### src/rtl/garuda_dma_pkg.sv
// Shared types and constants for the Garuda 2D strided read DMA.
package garuda_dma_pkg;

  localparam logic [1:0] AXI_BURST_INCR  = 2'b01;
  localparam logic [1:0] AXI_RESP_OKAY   = 2'b00;
  localparam logic [1:0] AXI_RESP_EXOKAY = 2'b01;
  localparam logic [1:0] AXI_RESP_SLVERR = 2'b10;
  localparam logic [1:0] AXI_RESP_DECERR = 2'b11;

  localparam int unsigned PAGE_BYTES = 4096;
  // Descriptor fields are stored at this width; narrower address buses zero-extend.
  localparam int unsigned DESC_AW    = 32;

  typedef enum logic [2:0] {
    StIdle,
    StAddr,
    StData,
    StNextRow,
    StFlush,
    StErr
  } dma_state_e;

  typedef struct packed {
    logic [DESC_AW-1:0] src_addr;
    logic [DESC_AW-1:0] row_bytes;
    logic [DESC_AW-1:0] stride;
    logic [15:0]        rows;
  } dma_desc_t;

endpackage

### src/rtl/dma_engine_2d_q_if.sv
// AXI4 read address/data channel bundle between the DMA and the interconnect.
interface dma_engine_2d_q_if #(
  parameter int unsigned DATA_WIDTH = 64,
  parameter int unsigned ADDR_WIDTH = 32
);
  logic                  axi_arvalid;
  logic                  axi_arready;
  logic [ADDR_WIDTH-1:0] axi_araddr;
  logic [7:0]            axi_arlen;
  logic [2:0]            axi_arsize;
  logic [1:0]            axi_arburst;
  logic                  axi_rvalid;
  logic                  axi_rready;
  logic [DATA_WIDTH-1:0] axi_rdata;
  logic [1:0]            axi_rresp;
  logic                  axi_rlast;

  modport master (
    output axi_arvalid, axi_araddr, axi_arlen, axi_arsize, axi_arburst, axi_rready,
    input  axi_arready, axi_rvalid, axi_rdata, axi_rresp, axi_rlast
  );

  modport slave (
    input  axi_arvalid, axi_araddr, axi_arlen, axi_arsize, axi_arburst, axi_rready,
    output axi_arready, axi_rvalid, axi_rdata, axi_rresp, axi_rlast
  );
endinterface

### src/rtl/dma_desc_fifo.sv
// Synchronous FIFO for queued descriptors; Depth must be a power of two.
module dma_desc_fifo #(
  parameter int unsigned Depth = 4,
  parameter int unsigned Width = 8
) (
  input  logic             i_clk,
  input  logic             i_rst_n,
  input  logic             i_push,
  input  logic [Width-1:0] i_wdata,
  input  logic             i_pop,
  output logic             o_full,
  output logic             o_empty,
  output logic [Width-1:0] o_rdata
);
  localparam int unsigned PtrW = (Depth > 1) ? $clog2(Depth) : 1;
  localparam int unsigned CntW = PtrW + 1;

  logic [Width-1:0] r_mem [Depth];
  logic [PtrW-1:0]  r_wptr, r_rptr;
  logic [CntW-1:0]  r_count;
  logic             w_push, w_pop;

  assign o_full  = (r_count == CntW'(Depth));
  assign o_empty = (r_count == '0);
  assign w_pop   = i_pop && !o_empty;
  // A full queue still accepts a push when an entry leaves in the same cycle.
  assign w_push  = i_push && (!o_full || w_pop);
  assign o_rdata = r_mem[r_rptr];

  always_ff @(posedge i_clk or negedge i_rst_n) begin
    if (!i_rst_n) begin
      r_wptr  <= '0;
      r_rptr  <= '0;
      r_count <= '0;
    end else begin
      if (w_push) r_wptr <= r_wptr + PtrW'(1);
      if (w_pop)  r_rptr <= r_rptr + PtrW'(1);
      r_count <= r_count + CntW'(w_push) - CntW'(w_pop);
    end
  end

  always_ff @(posedge i_clk) begin
    if (w_push) r_mem[r_wptr] <= i_wdata;
  end
endmodule

### src/rtl/dma_engine_2d_q.sv
// Strided 2D AXI4 read DMA: queued descriptors, 4KB-safe bursts, beats packed to a wide bus.
module dma_engine_2d_q
  import garuda_dma_pkg::*;
#(
  parameter int unsigned DATA_WIDTH    = 64,
  parameter int unsigned ADDR_WIDTH    = 32,
  parameter int unsigned OUT_WIDTH     = 512,
  parameter int unsigned MAX_BURST_LEN = 16,
  parameter int unsigned DESC_DEPTH    = 4
) (
  input  logic                  clk_i,
  input  logic                  rst_ni,
  input  logic                  desc_valid_i,
  output logic                  desc_ready_o,
  input  logic [ADDR_WIDTH-1:0] desc_src_addr_i,
  input  logic [ADDR_WIDTH-1:0] desc_row_bytes_i,
  input  logic [ADDR_WIDTH-1:0] desc_stride_i,
  input  logic [15:0]           desc_rows_i,
  output logic                  done_o,
  output logic                  error_o,
  input  logic                  err_clr_i,
  output logic                  busy_o,
  dma_engine_2d_q_if.master     axi,
  output logic                  data_valid_o,
  output logic [OUT_WIDTH-1:0]  data_o,
  output logic                  data_last_o,
  input  logic                  data_ready_i
);
  localparam int unsigned BPB     = DATA_WIDTH / 8;
  localparam int unsigned BPB_LOG = $clog2(BPB);
  localparam int unsigned WPO     = OUT_WIDTH / DATA_WIDTH;
  localparam int unsigned WIDX_W  = (WPO > 1) ? $clog2(WPO) : 1;
  localparam int unsigned AW      = ADDR_WIDTH;

  dma_state_e r_state, w_state_d;
  logic [AW-1:0] r_row_base, r_cur, r_row_left, r_row_bytes, r_stride;
  logic [15:0] r_rows_left;
  logic [OUT_WIDTH-1:0] r_pack, r_out, w_pack_next;
  logic [WIDX_W-1:0] r_widx;
  logic r_out_valid, r_out_last, r_error, r_done;

  dma_desc_t w_wdesc, w_head;
  logic w_full, w_empty, w_push, w_pop, w_legal;
  logic [AW-1:0] w_h_src, w_h_rb, w_h_stride, w_row_beats;
  logic [12:0] w_page_beats;
  logic [8:0] w_beats;
  logic w_beat, w_resp_err, w_beat_ok, w_last_beat, w_word_done;

  assign w_wdesc.src_addr  = DESC_AW'(desc_src_addr_i);
  assign w_wdesc.row_bytes = DESC_AW'(desc_row_bytes_i);
  assign w_wdesc.stride    = DESC_AW'(desc_stride_i);
  assign w_wdesc.rows      = desc_rows_i;
  assign desc_ready_o      = !w_full;
  assign w_push            = desc_valid_i && desc_ready_o;
  assign w_pop             = (r_state == StIdle) && !w_empty;

  dma_desc_fifo #(.Depth(DESC_DEPTH), .Width($bits(dma_desc_t))) u_desc_fifo (
    .i_clk   (clk_i),
    .i_rst_n (rst_ni),
    .i_push  (w_push),
    .i_wdata (w_wdesc),
    .i_pop   (w_pop),
    .o_full  (w_full),
    .o_empty (w_empty),
    .o_rdata (w_head)
  );

  assign w_h_src    = AW'(w_head.src_addr);
  assign w_h_rb     = AW'(w_head.row_bytes);
  assign w_h_stride = AW'(w_head.stride);
  assign w_legal    = (w_h_src[BPB_LOG-1:0] == '0) && (w_h_rb[BPB_LOG-1:0] == '0) &&
                      (w_h_stride[BPB_LOG-1:0] == '0) && (w_h_rb != '0) && (w_head.rows != '0);

  // Burst length: bounded by max burst, the rest of the row and the rest of the 4KB page.
  assign w_row_beats  = r_row_left >> BPB_LOG;
  assign w_page_beats = (13'(PAGE_BYTES) - {1'b0, r_cur[11:0]}) >> BPB_LOG;
  always_comb begin
    w_beats = 9'(MAX_BURST_LEN);
    if (w_row_beats < AW'(w_beats)) w_beats = 9'(w_row_beats);
    if (w_page_beats < 13'(w_beats)) w_beats = 9'(w_page_beats);
  end

  assign axi.axi_arvalid = (r_state == StAddr);
  assign axi.axi_araddr  = (r_state == StAddr) ? r_cur : '0;
  assign axi.axi_arlen   = (r_state == StAddr) ? 8'(w_beats - 9'd1) : 8'd0;
  assign axi.axi_arsize  = 3'(BPB_LOG);
  assign axi.axi_arburst = AXI_BURST_INCR;

  assign w_last_beat = (r_row_left == AW'(BPB)) && (r_rows_left == 16'd1);
  assign w_word_done = (r_widx == WIDX_W'(WPO - 1)) || w_last_beat;
  // Stall R only when this beat would produce a word the output register cannot take.
  assign axi.axi_rready = ((r_state == StData) &&
                           !(r_out_valid && !data_ready_i && w_word_done)) ||
                          (r_state == StErr);
  assign w_beat     = (r_state == StData) && axi.axi_rvalid && axi.axi_rready;
  assign w_resp_err = (axi.axi_rresp == AXI_RESP_SLVERR) || (axi.axi_rresp == AXI_RESP_DECERR);
  assign w_beat_ok  = w_beat && !w_resp_err;

  always_comb begin
    w_pack_next = r_pack;
    w_pack_next[int'(r_widx) * DATA_WIDTH +: DATA_WIDTH] = axi.axi_rdata;
  end

  always_comb begin
    w_state_d = r_state;
    case (r_state)
      StIdle:    if (!w_empty) w_state_d = w_legal ? StAddr : StErr;
      StAddr:    if (axi.axi_arready) w_state_d = StData;
      StData: begin
        if (w_beat) begin
          if (w_resp_err) w_state_d = StErr;
          else if (axi.axi_rlast) begin
            if (r_row_left == AW'(BPB)) w_state_d = (r_rows_left == 16'd1) ? StFlush : StNextRow;
            else w_state_d = StAddr;
          end
        end
      end
      StNextRow: w_state_d = StAddr;
      StFlush:   if (!r_out_valid || data_ready_i) w_state_d = StIdle;
      StErr:     if (err_clr_i) w_state_d = StIdle;
      default:   w_state_d = StIdle;
    endcase
  end

  always_ff @(posedge clk_i or negedge rst_ni) begin
    if (!rst_ni) begin
      r_state     <= StIdle;
      r_error     <= 1'b0;
      r_done      <= 1'b0;
      r_row_base  <= '0;
      r_cur       <= '0;
      r_row_left  <= '0;
      r_row_bytes <= '0;
      r_stride    <= '0;
      r_rows_left <= '0;
    end else begin
      r_state <= w_state_d;
      r_error <= (w_state_d == StErr);
      r_done  <= (r_state == StFlush) && (w_state_d == StIdle);
      if (w_pop && w_legal) begin
        r_row_base  <= w_h_src;
        r_cur       <= w_h_src;
        r_row_left  <= w_h_rb;
        r_row_bytes <= w_h_rb;
        r_stride    <= w_h_stride;
        r_rows_left <= w_head.rows;
      end
      if (w_beat_ok) begin
        r_row_left <= r_row_left - AW'(BPB);
        r_cur      <= r_cur + AW'(BPB);
      end
      if (r_state == StNextRow) begin
        r_row_base  <= r_row_base + r_stride;
        r_cur       <= r_row_base + r_stride;
        r_row_left  <= r_row_bytes;
        r_rows_left <= r_rows_left - 16'd1;
      end
    end
  end

  always_ff @(posedge clk_i or negedge rst_ni) begin
    if (!rst_ni) begin
      r_pack      <= '0;
      r_widx      <= '0;
      r_out       <= '0;
      r_out_valid <= 1'b0;
      r_out_last  <= 1'b0;
    end else begin
      if ((r_state == StErr) && err_clr_i) begin
        r_pack <= '0;
        r_widx <= '0;
      end else if (w_beat_ok) begin
        r_pack <= w_word_done ? '0 : w_pack_next;
        r_widx <= w_word_done ? '0 : r_widx + WIDX_W'(1);
      end
      if (w_beat_ok && w_word_done) begin
        r_out       <= w_pack_next;
        r_out_valid <= 1'b1;
        r_out_last  <= w_last_beat;
      end else if (r_out_valid && data_ready_i) begin
        r_out_valid <= 1'b0;
        r_out_last  <= 1'b0;
      end
    end
  end

  assign data_valid_o = r_out_valid;
  assign data_o       = r_out;
  assign data_last_o  = r_out_last;
  assign done_o       = r_done;
  assign error_o      = r_error;
  assign busy_o       = (r_state != StIdle) || !w_empty;
endmodule

### src/flat_wrapper.sv
// flat-port wrapper written by rule: the top's interface ports become plain ports
module dma_engine_2d_q_flat import garuda_dma_pkg::*;
#(
  parameter int unsigned DATA_WIDTH    = 64,
  parameter int unsigned ADDR_WIDTH    = 32,
  parameter int unsigned OUT_WIDTH     = 512,
  parameter int unsigned MAX_BURST_LEN = 16,
  parameter int unsigned DESC_DEPTH    = 4
)
  (clk_i, rst_ni, desc_valid_i, desc_ready_o, desc_src_addr_i, desc_row_bytes_i, desc_stride_i, desc_rows_i, done_o, error_o, err_clr_i, busy_o, data_valid_o, data_o, data_last_o, data_ready_i, axi_axi_arvalid, axi_axi_araddr, axi_axi_arlen, axi_axi_arsize, axi_axi_arburst, axi_axi_rready, axi_axi_arready, axi_axi_rvalid, axi_axi_rdata, axi_axi_rresp, axi_axi_rlast);
  dma_engine_2d_q_if #(.DATA_WIDTH(DATA_WIDTH), .ADDR_WIDTH(ADDR_WIDTH)) axi_i ();
  input  logic clk_i;
  input  logic rst_ni;
  input  logic desc_valid_i;
  output logic desc_ready_o;
  input  logic [ADDR_WIDTH-1:0] desc_src_addr_i;
  input  logic [ADDR_WIDTH-1:0] desc_row_bytes_i;
  input  logic [ADDR_WIDTH-1:0] desc_stride_i;
  input  logic [15:0] desc_rows_i;
  output logic done_o;
  output logic error_o;
  input  logic err_clr_i;
  output logic busy_o;
  output logic data_valid_o;
  output logic [OUT_WIDTH-1:0] data_o;
  output logic data_last_o;
  input  logic data_ready_i;
  output wire logic [$bits(axi_i.axi_arvalid)-1:0] axi_axi_arvalid;
  output wire logic [$bits(axi_i.axi_araddr)-1:0] axi_axi_araddr;
  output wire logic [$bits(axi_i.axi_arlen)-1:0] axi_axi_arlen;
  output wire logic [$bits(axi_i.axi_arsize)-1:0] axi_axi_arsize;
  output wire logic [$bits(axi_i.axi_arburst)-1:0] axi_axi_arburst;
  output wire logic [$bits(axi_i.axi_rready)-1:0] axi_axi_rready;
  input wire logic [$bits(axi_i.axi_arready)-1:0] axi_axi_arready;
  input wire logic [$bits(axi_i.axi_rvalid)-1:0] axi_axi_rvalid;
  input wire logic [$bits(axi_i.axi_rdata)-1:0] axi_axi_rdata;
  input wire logic [$bits(axi_i.axi_rresp)-1:0] axi_axi_rresp;
  input wire logic [$bits(axi_i.axi_rlast)-1:0] axi_axi_rlast;
  assign axi_axi_arvalid = axi_i.axi_arvalid;
  assign axi_axi_araddr = axi_i.axi_araddr;
  assign axi_axi_arlen = axi_i.axi_arlen;
  assign axi_axi_arsize = axi_i.axi_arsize;
  assign axi_axi_arburst = axi_i.axi_arburst;
  assign axi_axi_rready = axi_i.axi_rready;
  assign axi_i.axi_arready = axi_axi_arready;
  assign axi_i.axi_rvalid = axi_axi_rvalid;
  assign axi_i.axi_rdata = axi_axi_rdata;
  assign axi_i.axi_rresp = axi_axi_rresp;
  assign axi_i.axi_rlast = axi_axi_rlast;
  dma_engine_2d_q #(.DATA_WIDTH(DATA_WIDTH), .ADDR_WIDTH(ADDR_WIDTH), .OUT_WIDTH(OUT_WIDTH), .MAX_BURST_LEN(MAX_BURST_LEN), .DESC_DEPTH(DESC_DEPTH)) u_core (.clk_i(clk_i), .rst_ni(rst_ni), .desc_valid_i(desc_valid_i), .desc_ready_o(desc_ready_o), .desc_src_addr_i(desc_src_addr_i), .desc_row_bytes_i(desc_row_bytes_i), .desc_stride_i(desc_stride_i), .desc_rows_i(desc_rows_i), .done_o(done_o), .error_o(error_o), .err_clr_i(err_clr_i), .busy_o(busy_o), .axi(axi_i), .data_valid_o(data_valid_o), .data_o(data_o), .data_last_o(data_last_o), .data_ready_i(data_ready_i));
endmodule
### config.mk
export PLATFORM = sky130hd
export DESIGN_NAME = dma_engine_2d_q_flat
export DESIGN_NICKNAME = d
export VERILOG_FILES = /design/src/rtl/garuda_dma_pkg.sv /design/src/rtl/dma_engine_2d_q_if.sv /design/src/rtl/dma_desc_fifo.sv /design/src/rtl/dma_engine_2d_q.sv /design/src/flat_wrapper.sv
export SDC_FILE = /design/constraint.sdc
export NUM_CORES = 2
export LEC_CHECK = 0
export CAP_MARGIN = 10
export CELL_PAD_IN_SITES_DETAIL_PLACEMENT = 1
export CELL_PAD_IN_SITES_GLOBAL_PLACEMENT = 2
export CORE_MARGIN = 2
export CORE_UTILIZATION = 41
export DETAILED_ROUTE_END_ITERATION = 12
export PLACE_DENSITY = 0.83
export SYNTH_ARGS = -nofsm -noshare
export SYNTH_HDL_FRONTEND = slang
export SYNTH_HIERARCHICAL = 1
export SYNTH_SLANG_ARGS = --single-unit
### constraint.sdc
create_clock -name clk_i -period 9.8 [get_ports clk_i]
set_clock_uncertainty 0.2 [all_clocks]
set_input_delay 1.96 -clock clk_i [delete_from_list [all_inputs] [get_ports clk_i]]
set_output_delay 1.96 -clock clk_i [all_outputs]
set_load 0.005 [all_outputs]
==> impl_metrics.tcl <==
set metrics [dict create \
    synth_common_cells "dfrtp_1, nand2_1, a22o_1" \
    vias_per_cell 5.85 \
    ys_types 95 \
    synth_edf_count 448 \
    p_per_area_nw_per_um2 238 \
    hold_viol 0 \
    synth-seq-area-share_pct 62.3 \
    slowest_stage "or4_1" \
    insertion_delay_ns 0.82 \
    grt_pass1_vias 53800 \
    htreeDepth 4 \
    p_clk_share_pct 33.9 \
    clk_pin_slew_worst_paths_ns 0.06 \
    critical_path_class "reg -> out" \
    highest_layer "met5" \
    synth_compound_area_share_pct 16.7 \
    grt_usage_pct 28.0 \
    worstPathCellList "or4_1, or4_4, nor3_4, nand2_1, ha_1, and4_2, nand2_1, a31o_1, a21oi_2, mux2i_1, ha_1, nand2_1, nor4_1, xnor2_1, o31ai_1, clkdlybuf4s50_1" \
    async_reset_ff_share_pct 73.1 \
    crit_fanout 12 \
    dieArea_um2 175000 \
    synth_adder_area_share_pct 1.09 \
    mappedNetlistArea_um2 70500 \
    num_rows 152 \
    reg2reg_from "u_core/u_desc_fifo/r_rptr[0]" \
    worstMarginPinSlew_ns 1.26 \
    dr_total_vias 51800 \
    holdCritStartpoint "u_core/r_row_bytes[15]" \
    cts_hold_buf 0 \
    yosysTopAreaCellShare_pct 43.2 \
    clockBufferDepth 3 \
    final_antenna_net_count 0 \
    fin_nets 6706 \
    first_pass_iters 5 \
    synth-seq-cells 1665 \
    area_growth_syn_to_layout_pct 21.4 \
    routed-wl-met2_um 116000 \
    ff2ff_path_depth 11 \
    critPathRequiredTime_ns 7.64 \
    arrival_ns 6.20 \
    critPathLaunchType "flop" \
    routabilityCongestion 0.877 \
    final_max_slew_viol_count 0 \
    synthTopCellsByArea "dfrtp_1, edfxtp_1, a22o_1, nand2_1, mux4_2" \
    pin_count 751 \
    synthCells 5943 \
    power.total_uw 20300 \
    grt_max_degree 249 \
    status "complete, no violations" \
    synth.most_common_cell "dfrtp_1" \
    met3_wirelength_um 12200 \
    synth_top_cell_by_area "dfrtp_1" \
    io_buffers 744 \
    crit_path_frequent_cell "nand2_1" \
    p_int_uw 13700 \
    max_stage_delay_ns 0.62 \
    dp_hpwl_um 158000 \
    grt_pass1_wl_um 366000 \
    core_area_um2 171000 \
    layout-drive-gt1-share_pct 8.27 \
    final_cell_count_no_fill 8863 \
    synthMuxAreaShare_pct 5.71 \
    tns_ns 0 \
    yosys_warnings 6 \
    worstSetupEndpointType "output pin" \
    cts_made_buffers 180 \
    period_share_pct 85.3 \
    synth_xor_area_share_pct 1.03 \
    synth_top_family_by_area "compound AO/OA/AOI/OAI gates" \
    p_sw_share_pct 32.4 \
    rsz0062_at_grt "no" \
    tritoncts "done" \
    reg2reg_to "u_core/r_row_left[26]" \
    postCtsSetupRepairBufs 0 \
    grt_overflow 0 \
    fmax_ghz 0.120 \
    die_y_um 419 \
    cts_num_sinks 1665 \
    yosys.area_share.simple_pct 9.81 \
    power.net_switching_uw 6590 \
    cts-root-buf "clkbuf_16" \
    leakage_uw 0.0356 \
    wl_met1_um 103000 \
    ir_drop_v 0.000360 \
    timing.final.crit_period_ns 8.36 \
    ys.flop_type "dfrtp_1" \
    hp-class "reg -> reg" \
    avgSynthCellArea_um2 11.9 \
    drtIter0Drc 4382 \
    drv_cap 0 \
    cts.repair.resized 0 \
    rrSetupSlack_ns 3.74 \
    cp_top_family "simple AND/OR/NAND/NOR gates" \
    p_seq_share_pct 41.9 \
    comb_power_share_pct 24.2 \
    drc 0 \
    relSlewSlack_pct 15.9 \
    totalWireLength_um 248000 \
    setup_viol 0 \
    whs_path_depth 2 \
    antenna_found_initial 14 \
    critPathBufInv 1 \
    start_util_pct 41.2 \
    dpl.cell_count 8511 \
    die_w_um 419 \
    wl_per_cell_um 28.0 \
    hold_path_end "u_core/r_row_bytes[15]" \
]
## area by class of cell
class                      count  area, µm²
fill                       17700      85600
sequential                  1665      43900
multi-input combinational   3740      24500
timing repair buffer         829       8200
clock buffer                 266       5260
tap                         2233       2790
clock inverter                69        686
inverter                      44        165
antenna                       17       42.5
## worst max-delay path by stage
stage,endpoint,slack [ns],from,cells past startpoint
final,axi_axi_arlen[6],1.44,u_core/r_row_left[18],16
after detailed placement,axi_axi_arlen[6],2.23,u_core/r_row_left[18],16
after CTS,axi_axi_arlen[6],1.31,u_core/r_row_left[18],16
after global placement,axi_axi_arlen[6],2.27,u_core/r_row_left[19],16
after global routing,axi_axi_arlen[6],1.07,u_core/r_row_left[18],16
after floorplan,axi_axi_arlen[6],3.40,u_core/r_row_left[15],17
## power groups by stage
stage	Sequential, µW	Combinational (µW)	Clock (µW)
global placement	8580	4810	0
global route	8600	5300	7270
finish	8530	4920	6880
detailed placement	8640	4910	0
floorplan	8360	3290	0
CTS	8520	4940	7020
## state kept, by name, summed over array words and instances, names as in the netlist
register and cells:
u_core/r_pack 512, u_core/r_rows_left 16, u_core/r_row_base 32, u_core/u_desc_fifo/r_mem 448, u_core/r_cur 32, u_core/r_widx 3, u_core/r_stride 32, u_core/r_row_bytes 32
u_core/data_last_o 1, u_core/done_o 1, u_core/error_o 1, u_core/r_row_left 32, u_core/u_desc_fifo/r_wptr 2, u_core/u_desc_fifo/r_count 3, u_core/data_valid_o 1, u_core/r_state 3
u_core/u_desc_fifo/r_rptr 2, u_core/data_o 512
## layer usage
layer / global-route usage, % / up-vias
met2: 43.9 / 1513
met5: 0 / -
met4: 17.1 / 2
met3: 4.35 / 469
met1: 36.6 / 27100
li1: - / 22700
## stage by stage
stage	utilization, %	setup WS [ns]	hold WS [ns]	area (µm²)
after floorplan	-	3.40	0.231	70500
after global placement	46.5	2.27	0.244	79600
after detailed placement	46.5	2.23	0.256	79600
after CTS	50.0	1.31	0.270	85500
after global routing	50.0	1.07	0.293	85500
final	50.0	1.44	0.269	85600
## logic make-up (layout without fill, tap and decap cells)
kind of cell             after synthesis  count (layout)
AO/OA/AOI/OAI                       1775            1775
flip-flops                          1665            1665
AND/OR/NAND/NOR                     1551            1551
buffers and inverters                545            1208
multiplexers                         262             262
XOR/XNOR                              83              83
adder cells (fa/ha/maj)               60              60
other                                  2              26
## cells in the final DEF, fill, tap and decap left out, types with 42 or more instances in the layout
cell type	instances
a21oi_1	323
a22o_1	513
a22oi_1	149
and3_1	145
buf_4	77
clkbuf_1	50
clkbuf_16	186
clkdlybuf4s50_1	743
dfrtp_1	1215
edfxtp_1	448
ha_1	58
inv_1	42
mux2i_1	148
mux4_2	112
nand2_1	884
nand3_1	54
nor2_1	240
o21ai_0	270
o21ai_1	334
xnor2_1	59
## worst reg2reg max path, delay by kind of cell (launching register included)
| family | cells | cell delay, ns |
|---|---|---|
| buffers and inverters | 3 | 1.50 |
| DFF | 1 | 0.86 |
| muxes | 1 | 0.75 |
| and+or+nand+nor | 4 | 2.19 |
| AOI/OAI and AO/OA | 3 | 0.47 |
(Power assumes the default switching activity.)
